===== src/rtl/async_fifo_pkg.sv =====
// Shared pointer helpers for both sides of the asynchronous FIFO.
// Helpers operate on a wide word; callers zero-extend and truncate to their pointer width.
package async_fifo_pkg;

    localparam int unsigned MAX_PTR_W = 32;

    typedef logic [MAX_PTR_W-1:0] ptr_word_t;

    function automatic int unsigned ptr_w(input int unsigned addr_w);
        return addr_w + 1;
    endfunction

    function automatic ptr_word_t bin2gray(input ptr_word_t b);
        return b ^ (b >> 1);
    endfunction

    // Zero-extended upper bits contribute nothing, so this is exact for any narrower width.
    function automatic ptr_word_t gray2bin(input ptr_word_t g);
        ptr_word_t b;
        b = '0;
        for (int i = 0; i < int'(MAX_PTR_W); i++) begin
            b[i] = ^(g >> i);
        end
        return b;
    endfunction

endpackage


===== src/rtl/async_fifo_rd_ctrl_ptr_sync.sv =====
// Multi-bit flop chain carrying a gray pointer into the local clock domain.
module ptr_sync #(
    parameter int unsigned W      = 5,
    parameter int unsigned STAGES = 2
) (
    input  logic         clk,
    input  logic         rst,
    input  logic [W-1:0] d_i,
    output logic [W-1:0] q_o
);

    logic [W-1:0] sync_q [STAGES];

    always_ff @(posedge clk or posedge rst) begin
        if (rst) begin
            for (int i = 0; i < int'(STAGES); i++) begin
                sync_q[i] <= '0;
            end
        end else begin
            sync_q[0] <= d_i;
            for (int i = 1; i < int'(STAGES); i++) begin
                sync_q[i] <= sync_q[i-1];
            end
        end
    end

    assign q_o = sync_q[STAGES-1];

endmodule


===== src/rtl/async_fifo_rd_ctrl.sv =====
// Read-side pointer and flag controller of the asynchronous FIFO, read clock domain only.
module async_fifo_rd_ctrl
    import async_fifo_pkg::*;
#(
    parameter int unsigned ADDR_W        = 4,
    parameter int unsigned SYNC_STAGES   = 2,
    parameter int unsigned AEMPTY_THRESH = 2
) (
    input  logic              clk,
    input  logic              rst,
    input  logic              rd_en,
    input  logic [ADDR_W:0]   wr_gray_async,
    output logic [ADDR_W:0]   rd_gray,
    output logic [ADDR_W-1:0] rd_addr,
    output logic              rd_fire,
    output logic              empty,
    output logic              almost_empty,
    output logic [ADDR_W:0]   rd_count,
    output logic              underflow
);

    localparam int unsigned PTR_W = ptr_w(ADDR_W);

    logic [PTR_W-1:0] wr_gray_sync;
    logic [PTR_W-1:0] wr_bin_sync;
    logic [PTR_W-1:0] rd_bin_q,  rd_bin_d;
    logic [PTR_W-1:0] rd_gray_q, rd_gray_d;
    logic [PTR_W-1:0] count_q,   count_d;
    logic             empty_q,   empty_d;
    logic             aempty_q,  aempty_d;
    logic             uflow_q,   uflow_d;

    ptr_sync #(
        .W      (PTR_W),
        .STAGES (SYNC_STAGES)
    ) u_wr_ptr_sync (
        .clk (clk),
        .rst (rst),
        .d_i (wr_gray_async),
        .q_o (wr_gray_sync)
    );

    assign wr_bin_sync = PTR_W'(gray2bin(MAX_PTR_W'(wr_gray_sync)));
    assign rd_fire     = rd_en & ~empty_q;

    // Flags look at the post-read pointer so they line up with the new rd_addr.
    always_comb begin
        rd_bin_d  = rd_bin_q + PTR_W'(rd_fire);
        rd_gray_d = PTR_W'(bin2gray(MAX_PTR_W'(rd_bin_d)));
        count_d   = wr_bin_sync - rd_bin_d;
        empty_d   = (rd_gray_d == wr_gray_sync);
        aempty_d  = (count_d <= PTR_W'(AEMPTY_THRESH));
        uflow_d   = rd_en & empty_q;
    end

    always_ff @(posedge clk or posedge rst) begin
        if (rst) begin
            rd_bin_q  <= '0;
            rd_gray_q <= '0;
            count_q   <= '0;
            empty_q   <= 1'b1;
            aempty_q  <= 1'b1;
            uflow_q   <= 1'b0;
        end else begin
            rd_bin_q  <= rd_bin_d;
            rd_gray_q <= rd_gray_d;
            count_q   <= count_d;
            empty_q   <= empty_d;
            aempty_q  <= aempty_d;
            uflow_q   <= uflow_d;
        end
    end

    assign rd_gray      = rd_gray_q;
    assign rd_addr      = rd_bin_q[ADDR_W-1:0];
    assign empty        = empty_q;
    assign almost_empty = aempty_q;
    assign rd_count     = count_q;
    assign underflow    = uflow_q;

endmodule


===== config.mk =====
export PLATFORM = sky130hd
export DESIGN_NAME = async_fifo_rd_ctrl
export DESIGN_NICKNAME = d
export VERILOG_FILES = /design/src/rtl/async_fifo_pkg.sv /design/src/rtl/async_fifo_rd_ctrl_ptr_sync.sv /design/src/rtl/async_fifo_rd_ctrl.sv
export SDC_FILE = /design/constraint.sdc
export NUM_CORES = 1
export LEC_CHECK = 0
export CORE_ASPECT_RATIO = 0.8
export CORE_MARGIN = 8
export CORE_UTILIZATION = 39
export DETAILED_ROUTE_END_ITERATION = 8
export GPL_ROUTABILITY_DRIVEN = 0
export PLACE_DENSITY = 0.73
export SKIP_CTS_REPAIR_TIMING = 1
export SYNTH_ARGS = -nofsm -noshare
export SYNTH_HDL_FRONTEND = slang
export SYNTH_SLANG_ARGS = --single-unit

===== constraint.sdc =====
create_clock -name clk -period 3.5 [get_ports clk]
set_input_delay 0.875 -clock clk [delete_from_list [all_inputs] [get_ports clk]]
set_output_delay 0.875 -clock clk [all_outputs]
set_load 0.005 [all_outputs]

Word-level counts from Yosys, hierarchy flattened
Cells that the tools add are included.

Flip-flop bits (word level): 28. Bits in latches: 0. RAM bits: 0. Bits in read-only memories: 0. Output and inout port bits: 18. Memories: 0.

$add $sub $neg: 2. $mul: 0. Divide/modulo/power cells: 0. Order comparisons: 1. Equal/unequal tests: 1. Shift-type cells: 0. Multiplexer cells: 0. Bitwise gates (word level): 4. Reduce and logical (&&, ||, !) cells: 5.

Operator list (count): $reduce_xor 32->1 (5); $add 5x1->5 (1); $eq 5x5->1 (1); $le 5x2->1 const B (1); $sub 5x5->5 (1); $xor 5x4->5 (1); $and 1x1->1 (2); $not 1->1 (1).

Depth between registers and ports, before layout
Gate-level depths: netlist (run 1).

Word-level depth: 5. Mapped depth: 13. Depth with buffers taken out: 13.

Hierarchy
Synthesis (run 1) repeated with hierarchy kept, for this count alone.

Cells, all modules: 97. Area total of the unflattened synthesis: 1236.2 um^2.

Modules (own cells, without submodules): async_fifo_rd_ctrl (times used 1, cells each 81, area an instance 944.7 um^2); ptr_sync (times used 1, cells each 16, area an instance 291.5 um^2).

Least setup slack after synthesis (run 1)
OpenSTA, ideal clock, no wires.

Path kind: input to register. Start point: input rd_en. End point: register aempty_q, in the netlist almost_empty. Data arrival time: 3052 ps. Required time: 3419 ps. Slack: 366 ps. Cell stages on the path: 11. Path buffers: 0. Path through: nand2b_1 > inv_1 > and2_1 > ha_1 > inv_1 > ha_1 > a21oi_2 > xnor2_1 > a221oi_4 > mux2i_1 > a211oi_2.

Cells in the longest elaborated chain, start to end: 4.

RTL lines: start: declaration (RTL line async_fifo_rd_ctrl.sv:11) `input logic rd_en,`; $and 1x1->1 (RTL line async_fifo_rd_ctrl.sv:44) `assign rd_fire = rd_en & ~empty_q;`; named net rd_fire (RTL line async_fifo_rd_ctrl.sv:15) `output logic rd_fire,`; $add 5x1->5 (RTL line async_fifo_rd_ctrl.sv:48) `rd_bin_d = rd_bin_q + PTR_W'(rd_fire);`; named net rd_bin_d[1] (RTL line async_fifo_rd_ctrl.sv:26) `logic [PTR_W-1:0] rd_bin_q, rd_bin_d;`; $sub 5x5->5 (RTL line async_fifo_rd_ctrl.sv:50) `count_d = wr_bin_sync - rd_bin_d;`; $le 5x2->1 (RTL line async_fifo_rd_ctrl.sv:52) `aempty_d = (count_d <= PTR_W'(AEMPTY_THRESH));`; named net aempty_d (RTL line async_fifo_rd_ctrl.sv:30) `logic aempty_q, aempty_d;`; end signal: assignment (RTL line async_fifo_rd_ctrl.sv:69) `aempty_q <= aempty_d;`; end: declaration (RTL line async_fifo_rd_ctrl.sv:30).

The timed path passes the listed nets, and every way through them passes these cells.

Worst setup path after layout (run 1)
Start point: input rd_en. End point: register aempty_q, in the netlist almost_empty.

Cells in the longest elaborated chain, start to end: 4.

RTL lines: $and 1x1->1 (RTL line async_fifo_rd_ctrl.sv:44); $add 5x1->5 (RTL line async_fifo_rd_ctrl.sv:48); named net rd_bin_d[1] (RTL line async_fifo_rd_ctrl.sv:26); $sub 5x5->5 (RTL line async_fifo_rd_ctrl.sv:50); named net count_d[4] (RTL line async_fifo_rd_ctrl.sv:28) `logic [PTR_W-1:0] count_q, count_d;`; $le 5x2->1 (RTL line async_fifo_rd_ctrl.sv:52); named net aempty_d (RTL line async_fifo_rd_ctrl.sv:30).

The timed path passes the listed nets, and every way through them passes these cells.

==> results.md, run 1 <==
- Gate family responsible for the most delay along the worst path: simple AND/OR/NAND/NOR gates
- Number of antenna repair diodes: 0
- Worst R2R Setup Slack: 0.44 ns
- Element type at the critical path end: register
- Endpoints failing setup: 0
- Layout cell share with drive strength beyond 1: 0.1970
- Total power per unit cell area: 1053 nW/µm²
- Overall die height: 67.32 µm
- Total half-perimeter wirelength after legalization and detailed placement: 1.850 mm
- Total detailed-routing wirelength: 2.300 mm
- Cell-by-cell trace of the critical path: clkdlybuf4s50_1, nand2b_1, inv_1, and2_1, ha_1, inv_1, fa_1, nand2_1, nor4_1, or3b_4, xnor2_2, a211oi_2
- P_leak: 0.7196 nW
- Most Frequent Cell on Critical Path: inv_1
- Via count of the first global-routing pass: 891
- Run status: finished clean
- Number of buffers added on ports: 25
- Synth Area per Inst: 13.23 µm²
- Worst setup SP type: input pin
- Pin count of the biggest net entering global routing: 28
- Net count of the mapped netlist: 110
- Biggest cell delay along the critical path: 0.48 ns
- Number of distinct standard cells referenced by the synthesized netlist: 30
- Number of vias per cell: 4.610
- Worst vdd rail ir drop: 0.0003727 V
- Cell row count: 18
- Sink Count: 27
- Antenna violations before repair: 0
- Vias post-DR: 793
- Buffer type at the clock tree root: clkbuf_8
- Max-cap violations: 0
- Share of the clock period used by the worst path: 0.8792
- GRT Total Usage: 0.09646
- Number of cells produced by synthesis: 97
- Critical-path maximum fanout: 3
- Hold Path Class: reg -> reg
- Minimum period implied by the final worst setup slack: 3.077 ns
- Clock transition at the registers of the reported paths: 0.09 ns
- Critical path's slowest cell: fa_1
- Total negative slack for setup checks: 0 ns
- Part of the Yosys area used for sequential elements: 0.5283
- Netlist area before placement: 1284 µm²
- DRC marker count from the first detailed-route iteration: 19
- NumNets Final: 146
- Maximum count of clock buffers along a single path: 2
- Area inside the core boundary: 3108 µm²
- Highest attainable clock frequency: 325.0 MHz
- Floorplan die area: 5395 µm²
- Drt first pass iters: 4
- Yosys warning total: 0
- Aggregate global routing overflow: 0
- Number of hold-slack violations in the final timing report: 0
- Final routed DRC violation total: 0
- Placed insts: 168
- Layout-stage area growth over the synthesis result: 30.51%
- Number of register bits inferred by synthesis: 27
- Measured slew at the worst slew-check pin: 0.9579 ns
- Top-level port count: 26
- Depth of the CTS H-tree: 1
- Remaining antenna violation count: 0
- TritonCTS clock tree: yes
- Max transition margin: 0.3607
- Count of buffering cells on the critical path with inverters included: 3
- Starting utilization of the core area: 0.4130
- Arrival time at the worst endpoint: 3.28 ns
- Die span in x: 80.15 µm
- Post-route non-filler standard cell count: 172
- Wire length of the first global-routing pass: 3.988 mm
- Critical setup path kind: in -> reg
- Slew Viols, Final: 0
- Worst clock skew: 0.007550 ns
- Required time reported for the critical path endpoint: 3.70 ns
- Later-pin clock latency in the skew report: 0.27 ns
- Number of buffers added by the clock tree synthesis step: 3
- RSZ-0062 raised after global routing: false
- Detailed-route wire length per cell: 13.37 µm
[synthesized netlist by cell type]
library cell / instances / area share
a221oi_4: 1 / 0.020
o21ai_0: 1 / 0.0039
dfrtp_1: 25 / 0.49
nor3_2: 1 / 0.0078
dfstp_2: 2 / 0.041
nand3_2: 1 / 0.0078
nand3_1: 3 / 0.012
xnor2_1: 14 / 0.096
xor2_1: 1 / 0.0068
nor3_1: 2 / 0.0078
a22oi_1: 1 / 0.0059
o2111ai_1: 1 / 0.0068
inv_2: 1 / 0.0029
or3_1: 2 / 0.0097
and2_1: 2 / 0.0097
xnor2_4: 1 / 0.021
inv_1: 8 / 0.023
a211oi_2: 1 / 0.0097
xnor2_2: 5 / 0.063
nand2_1: 4 / 0.012
mux2i_1: 4 / 0.031
ha_1: 4 / 0.039
o21a_4: 1 / 0.012
nor4_1: 1 / 0.0049
fa_1: 1 / 0.016
nand2b_1: 2 / 0.0097
or3b_4: 1 / 0.0088
o21bai_1: 1 / 0.0059
nor2_1: 4 / 0.012
a21oi_2: 1 / 0.0068
[cell type report]
type / instances / area (µm²)
Clock inverter: 1 / 5.005
Clock buffer: 3 / 41.29
Timing Repair Buffer: 31 / 295.3
Sequential cell: 27 / 678.2
Tap cell: 40 / 50.05
Multi-Input combinational cell: 61 / 571.8
Inverter: 9 / 33.78
Fill cell: 265 / 1433
[power by group]
group,leakage (nW),internal [mW],switching [mW]
registers,0.315,0.423,0.0621
clock network,0.0255,0.0798,0.0935
logic,0.379,0.603,0.504
[through the flow]
stage	utilization	hold slack [ns]	power (mW)	instance area, µm²	setup WS, ns
floorplan	-	0.3312	1.215	1284	0.3665
global placement	0.5242	0.3324	1.577	1629	0.1833
detailed placement	0.5242	0.3355	1.612	1629	0.1222
CTS	0.5391	0.3552	1.789	1675	0.4037
global route	0.5391	0.3635	1.909	1675	0.1881
finish	0.5391	0.3534	1.765	1675	0.4227
[state kept, by name, summed over array words and instances, names as in the netlist]
signal,flops
rd_gray,4
underflow,1
u_wr_ptr_sync.q_o,5
empty,1
almost_empty,1
rd_count,5
rd_bin_q,5
u_wr_ptr_sync.sync_q,5
[cell families after synthesis]
| kind of cell | share of synthesized area |
|---|---|
| flops | 0.5283 |
| simple gates | 0.1014 |
| xor+xnor | 0.1871 |
| buf+inv | 0.02631 |
| compound gates | 0.07115 |
| fa+ha+maj | 0.05458 |
| mux | 0.03119 |
[final timing paths]
check / from / end / cells after the start
setup / recovery: rd_en / almost_empty / 12
hold / removal: u_wr_ptr_sync.sync_q[5] / u_wr_ptr_sync.q_o[0] / 0
setup reg to reg: u_wr_ptr_sync.q_o[4] / almost_empty / 13
hold reg to reg: u_wr_ptr_sync.sync_q[5] / u_wr_ptr_sync.q_o[0] / 0
min in group asynchronous: rst / rd_bin_q[0] / 2
max in group asynchronous: rst / rd_count[0] / 2
[worst register-to-register path: cells and delay by family, from the launching register on]
kind / cells / cell delay [ns]
AND/OR/NAND/NOR: 3 / 0.54
adder cells (fa/ha/maj): 2 / 0.58
buffers and inverters: 2 / 0.16
AO/OA/AOI/OAI: 1 / 0.15
flip-flops: 1 / 0.45
XOR/XNOR: 5 / 1.13
[routing by layer]
| layer | vias to the layer above | GRT usage | routed length, µm |
|---|---|---|---|
| li1 | 390 | - | - |
| met1 | 376 | 0.1002 | 938 |
| met2 | 21 | 0.1672 | 1150 |
| met3 | 6 | 0.03846 | 178 |
| met4 | 0 | 0.04977 | 33 |
| met5 | - | 0 | 0 |
[placed cells by master (no fill, tap or decap), drive strengths merged]
master,n
o2111ai,1
clkinv,1
xnor2,20
nand2b,2
a211oi,1
a22oi,1
nor4,1
dfrtp,25
or3b,1
o21bai,1
xor2,1
and2,2
a221oi,1
nand3,4
buf,6
nand2,4
nor3,3
dfstp,2
clkbuf,3
mux2i,4
o21a,1
inv,9
ha,4
fa,1
o21ai,1
nor2,4
or3,2
a21oi,1
clkdlybuf4s50,25
Power figures use the tool's default switching activity.
==> run 2: changes to the inputs <==
--- a/config.mk
+++ b/config.mk
@@ -5,6 +5,7 @@
 export SDC_FILE = /design/constraint.sdc
 export NUM_CORES = 1
 export LEC_CHECK = 0
+export CAP_MARGIN = 20
 export CORE_ASPECT_RATIO = 0.8
 export CORE_MARGIN = 8
 export CORE_UTILIZATION = 39
==> run 2 against run 1 <==
Combinational power hardly changed. Clock-buffer cell count stayed put. Power is 0.34% higher. Design area is 1.6% higher. Wire length is 0.52% higher. First-iteration DRC count is 47% higher. Worst setup slack hardly changed. Critical path type unchanged.
==> results.md, run 2 (synthesis results as in run 1) <==
- Run status: finished clean
- Part of the power in combinational logic: 0.627 (about the same)
- Portion of total power attributed to sequential cells: 0.274 (about the same)
- Measured slew at the worst slew-check pin: 0.4171 ns (-0.5408 ns)
- Number of buffers added by the clock tree synthesis step: 3 (unchanged)
- Hold Path Class: reg -> reg
- Area of combinational cells with multiple inputs: 571.8 µm² (unchanged)
- Worst setup slack after placement: 0.1222 ns (unchanged)
- Detailed-route wire length per cell: 13.36 µm (about the same)
- Total negative slack for setup checks: 0 ns (unchanged)
- Starting utilization of the core area: 0.4130 (unchanged)
- Share of the clock period used by the worst path: 0.8793 (about the same)
- Switching share of power: 0.3739 (about the same)
- Number of hold-slack violations in the final timing report: 0 (unchanged)
- Minimum hold slack: 0.3526 ns (-0.0007160 ns)
- Drt first pass iters: 4 (unchanged)
- Pin count of the biggest net entering global routing: 28 (unchanged)
- Floorplan die area: 5395 µm² (unchanged)
- Worst setup SP type: input pin
- Total detailed-routing wirelength: 2.312 mm (+0.52%)
- Element type at the critical path end: register
- Layout cell share with drive strength beyond 1: 0.2030 (+0.006038)
- Buffer type at the clock tree root: clkbuf_8
- Required time reported for the critical path endpoint: 3.70 ns (about the same)
- Number of vias per cell: 4.659 (+1.1%)
- DRC marker count from the first detailed-route iteration: 28 (+9)
- Worst clock skew: 0.008619 ns (+0.001069 ns)
- Total power per unit cell area: 1040 nW/µm² (-1.3%)
- Highest attainable clock frequency: 324.9 MHz (about the same)
- Sink Count: 27 (unchanged)
- Layout-stage area growth over the synthesis result: 32.65%
- Max transition margin: 0.7204 (+0.3597)
- TritonCTS clock tree: yes
- Worst vdd rail ir drop: 0.0003761 V (+0.91%)
- Later-pin clock latency in the skew report: 0.28 ns (about the same)
- Placed insts: 168 (unchanged)
- Post-layout utilization of the core: 0.5479 (+0.008857)
- Remaining antenna violation count: 0 (unchanged)
- Wire length of the first global-routing pass: 3.988 mm (unchanged)
- Maximum count of clock buffers along a single path: 2 (unchanged)
- Die span in x: 80.15 µm (unchanged)
- Number of buffers added on ports: 25 (unchanged)
- Endpoints failing setup: 0 (unchanged)
- Post-route worst setup slack: 0.4226 ns (-0.0001450 ns)
- GRT Total Usage: 0.09646 (unchanged)
- Final routed DRC violation total: 0 (unchanged)
- Via count of the first global-routing pass: 891 (unchanged)
- Top-level port count: 26 (unchanged)
- Commonest cells after routing, fill and taps aside: clkdlybuf4s50_1 (25), dfrtp_1 (25), xnor2_1 (14), inv_1 (8), buf_4 (6)
- Minimum period implied by the final worst setup slack: 3.077 ns (+0.0001450 ns)
- Total half-perimeter wirelength after legalization and detailed placement: 1.850 mm (unchanged)
- Cell row count: 18 (unchanged)
- Slew Viols, Final: 0 (unchanged)
- Aggregate global routing overflow: 0 (unchanged)
- Critical setup path kind: in -> reg
- Part of the total power dissipated in the clock network: 0.099 (about the same)
- RSZ-0062 raised after global routing: false
- NumNets Final: 147 (+0.68%)
- Overall die height: 67.32 µm (unchanged)
- Clock transition at the registers of the reported paths: 0.09 ns (about the same)
- Vias post-DR: 806 (+1.6%)
- Post-route non-filler standard cell count: 173 (+0.58%)
- P_leak: 0.7322 nW (+1.8%)
- Area inside the core boundary: 3108 µm² (unchanged)
- FILL cells: 263 (-0.75%)
- FF/Latch Area: 678.2 µm² (unchanged)
- Critical-path maximum fanout: 3 (unchanged)
- Depth of the CTS H-tree: 1 (unchanged)
- Power dissipated by switching net loads: 0.6621 mW (+0.42%)
- Antenna violations before repair: 0 (unchanged)
- Internal Dissipation: 1.109 mW (+0.29%)
- Arrival time at the worst endpoint: 3.28 ns (about the same)
- Number of antenna repair diodes: 0 (unchanged)
- Max-cap violations: 0 (unchanged)
run 2: cell count changes in the layout (fill, tap and decap cells not counted), sizes merged:
cell | previous run | this run
buf | 6 | 7
run 2: worst paths after layout:
path                       cells past startpoint                   end  slack (ns)                    start
setup reg to reg                              13          almost_empty        0.44     u_wr_ptr_sync.q_o[4]
hold reg to reg                                0  u_wr_ptr_sync.q_o[0]        0.35  u_wr_ptr_sync.sync_q[5]
max in group asynchronous                      3                 empty        2.27                      rst
min in group asynchronous                      2  u_wr_ptr_sync.q_o[2]        0.79                      rst
setup / recovery                              12          almost_empty        0.42                    rd_en
hold / removal                                 0  u_wr_ptr_sync.q_o[0]        0.35  u_wr_ptr_sync.sync_q[5]
run 2: power groups by stage:
stage               Clock, mW  Combinational (mW)  Sequential, mW
floorplan                   0               0.716           0.499
global placement            0                1.09           0.489
detailed placement          0                1.12           0.494
CTS                     0.178                1.12           0.487
global route            0.196                1.22           0.497
finish                  0.175                1.11           0.485
run 2: cell type report:
cell class | count | share of cell area
flip-flops and latches | 27 | 0.3982
well taps | 40 | 0.02939
clock buffers | 3 | 0.02425
multi-input cells | 61 | 0.3358
inverters | 9 | 0.01984
repair buffers | 32 | 0.1896
clock inverters | 1 | 0.002939
run 2: metrics by stage:
| step | instance area (µm²) | power [mW] |
|---|---|---|
| 2_1_floorplan | 1284 | 1.215 |
| 3_3_place_gp | 1629 | 1.577 |
| 3_5_place_dp | 1629 | 1.612 |
| 4_1_cts | 1675 | 1.789 |
| 5_1_grt | 1703 | 1.913 |
| 6_report | 1703 | 1.771 |
run 2: metal layers:
layer / up-vias / wire length (µm) / global-route usage / share of wire
li1: 394 / - / - / -
met1: 385 / 943 / 0.1002 / 0.41
met2: 21 / 1157 / 0.1672 / 0.50
met3: 6 / 178 / 0.03846 / 0.077
met4: 0 / 33 / 0.04977 / 0.014
met5: - / 0 / 0 / 0
run 2: critical path, cell delays in order:
cell,delay (ns)
clkdlybuf4s50_1,0.41
nand2b_1,0.09
inv_1,0.07
and2_1,0.16
ha_1,0.28
inv_1,0.07
fa_1,0.48
nand2_1,0.08
nor4_1,0.05
or3b_4,0.40
xnor2_2,0.16
a211oi_2,0.15
==> run 3: changes to the inputs <==
--- a/config.mk
+++ b/config.mk
@@ -9,6 +9,7 @@
 export CORE_ASPECT_RATIO = 0.8
 export CORE_MARGIN = 8
 export CORE_UTILIZATION = 39
+export CTS_CLUSTER_DIAMETER = 50
 export DETAILED_ROUTE_END_ITERATION = 8
 export GPL_ROUTABILITY_DRIVEN = 0
 export PLACE_DENSITY = 0.73
==> results of run 3 <==
The final DEF is identical to that of run 2; final timing and power are the same.
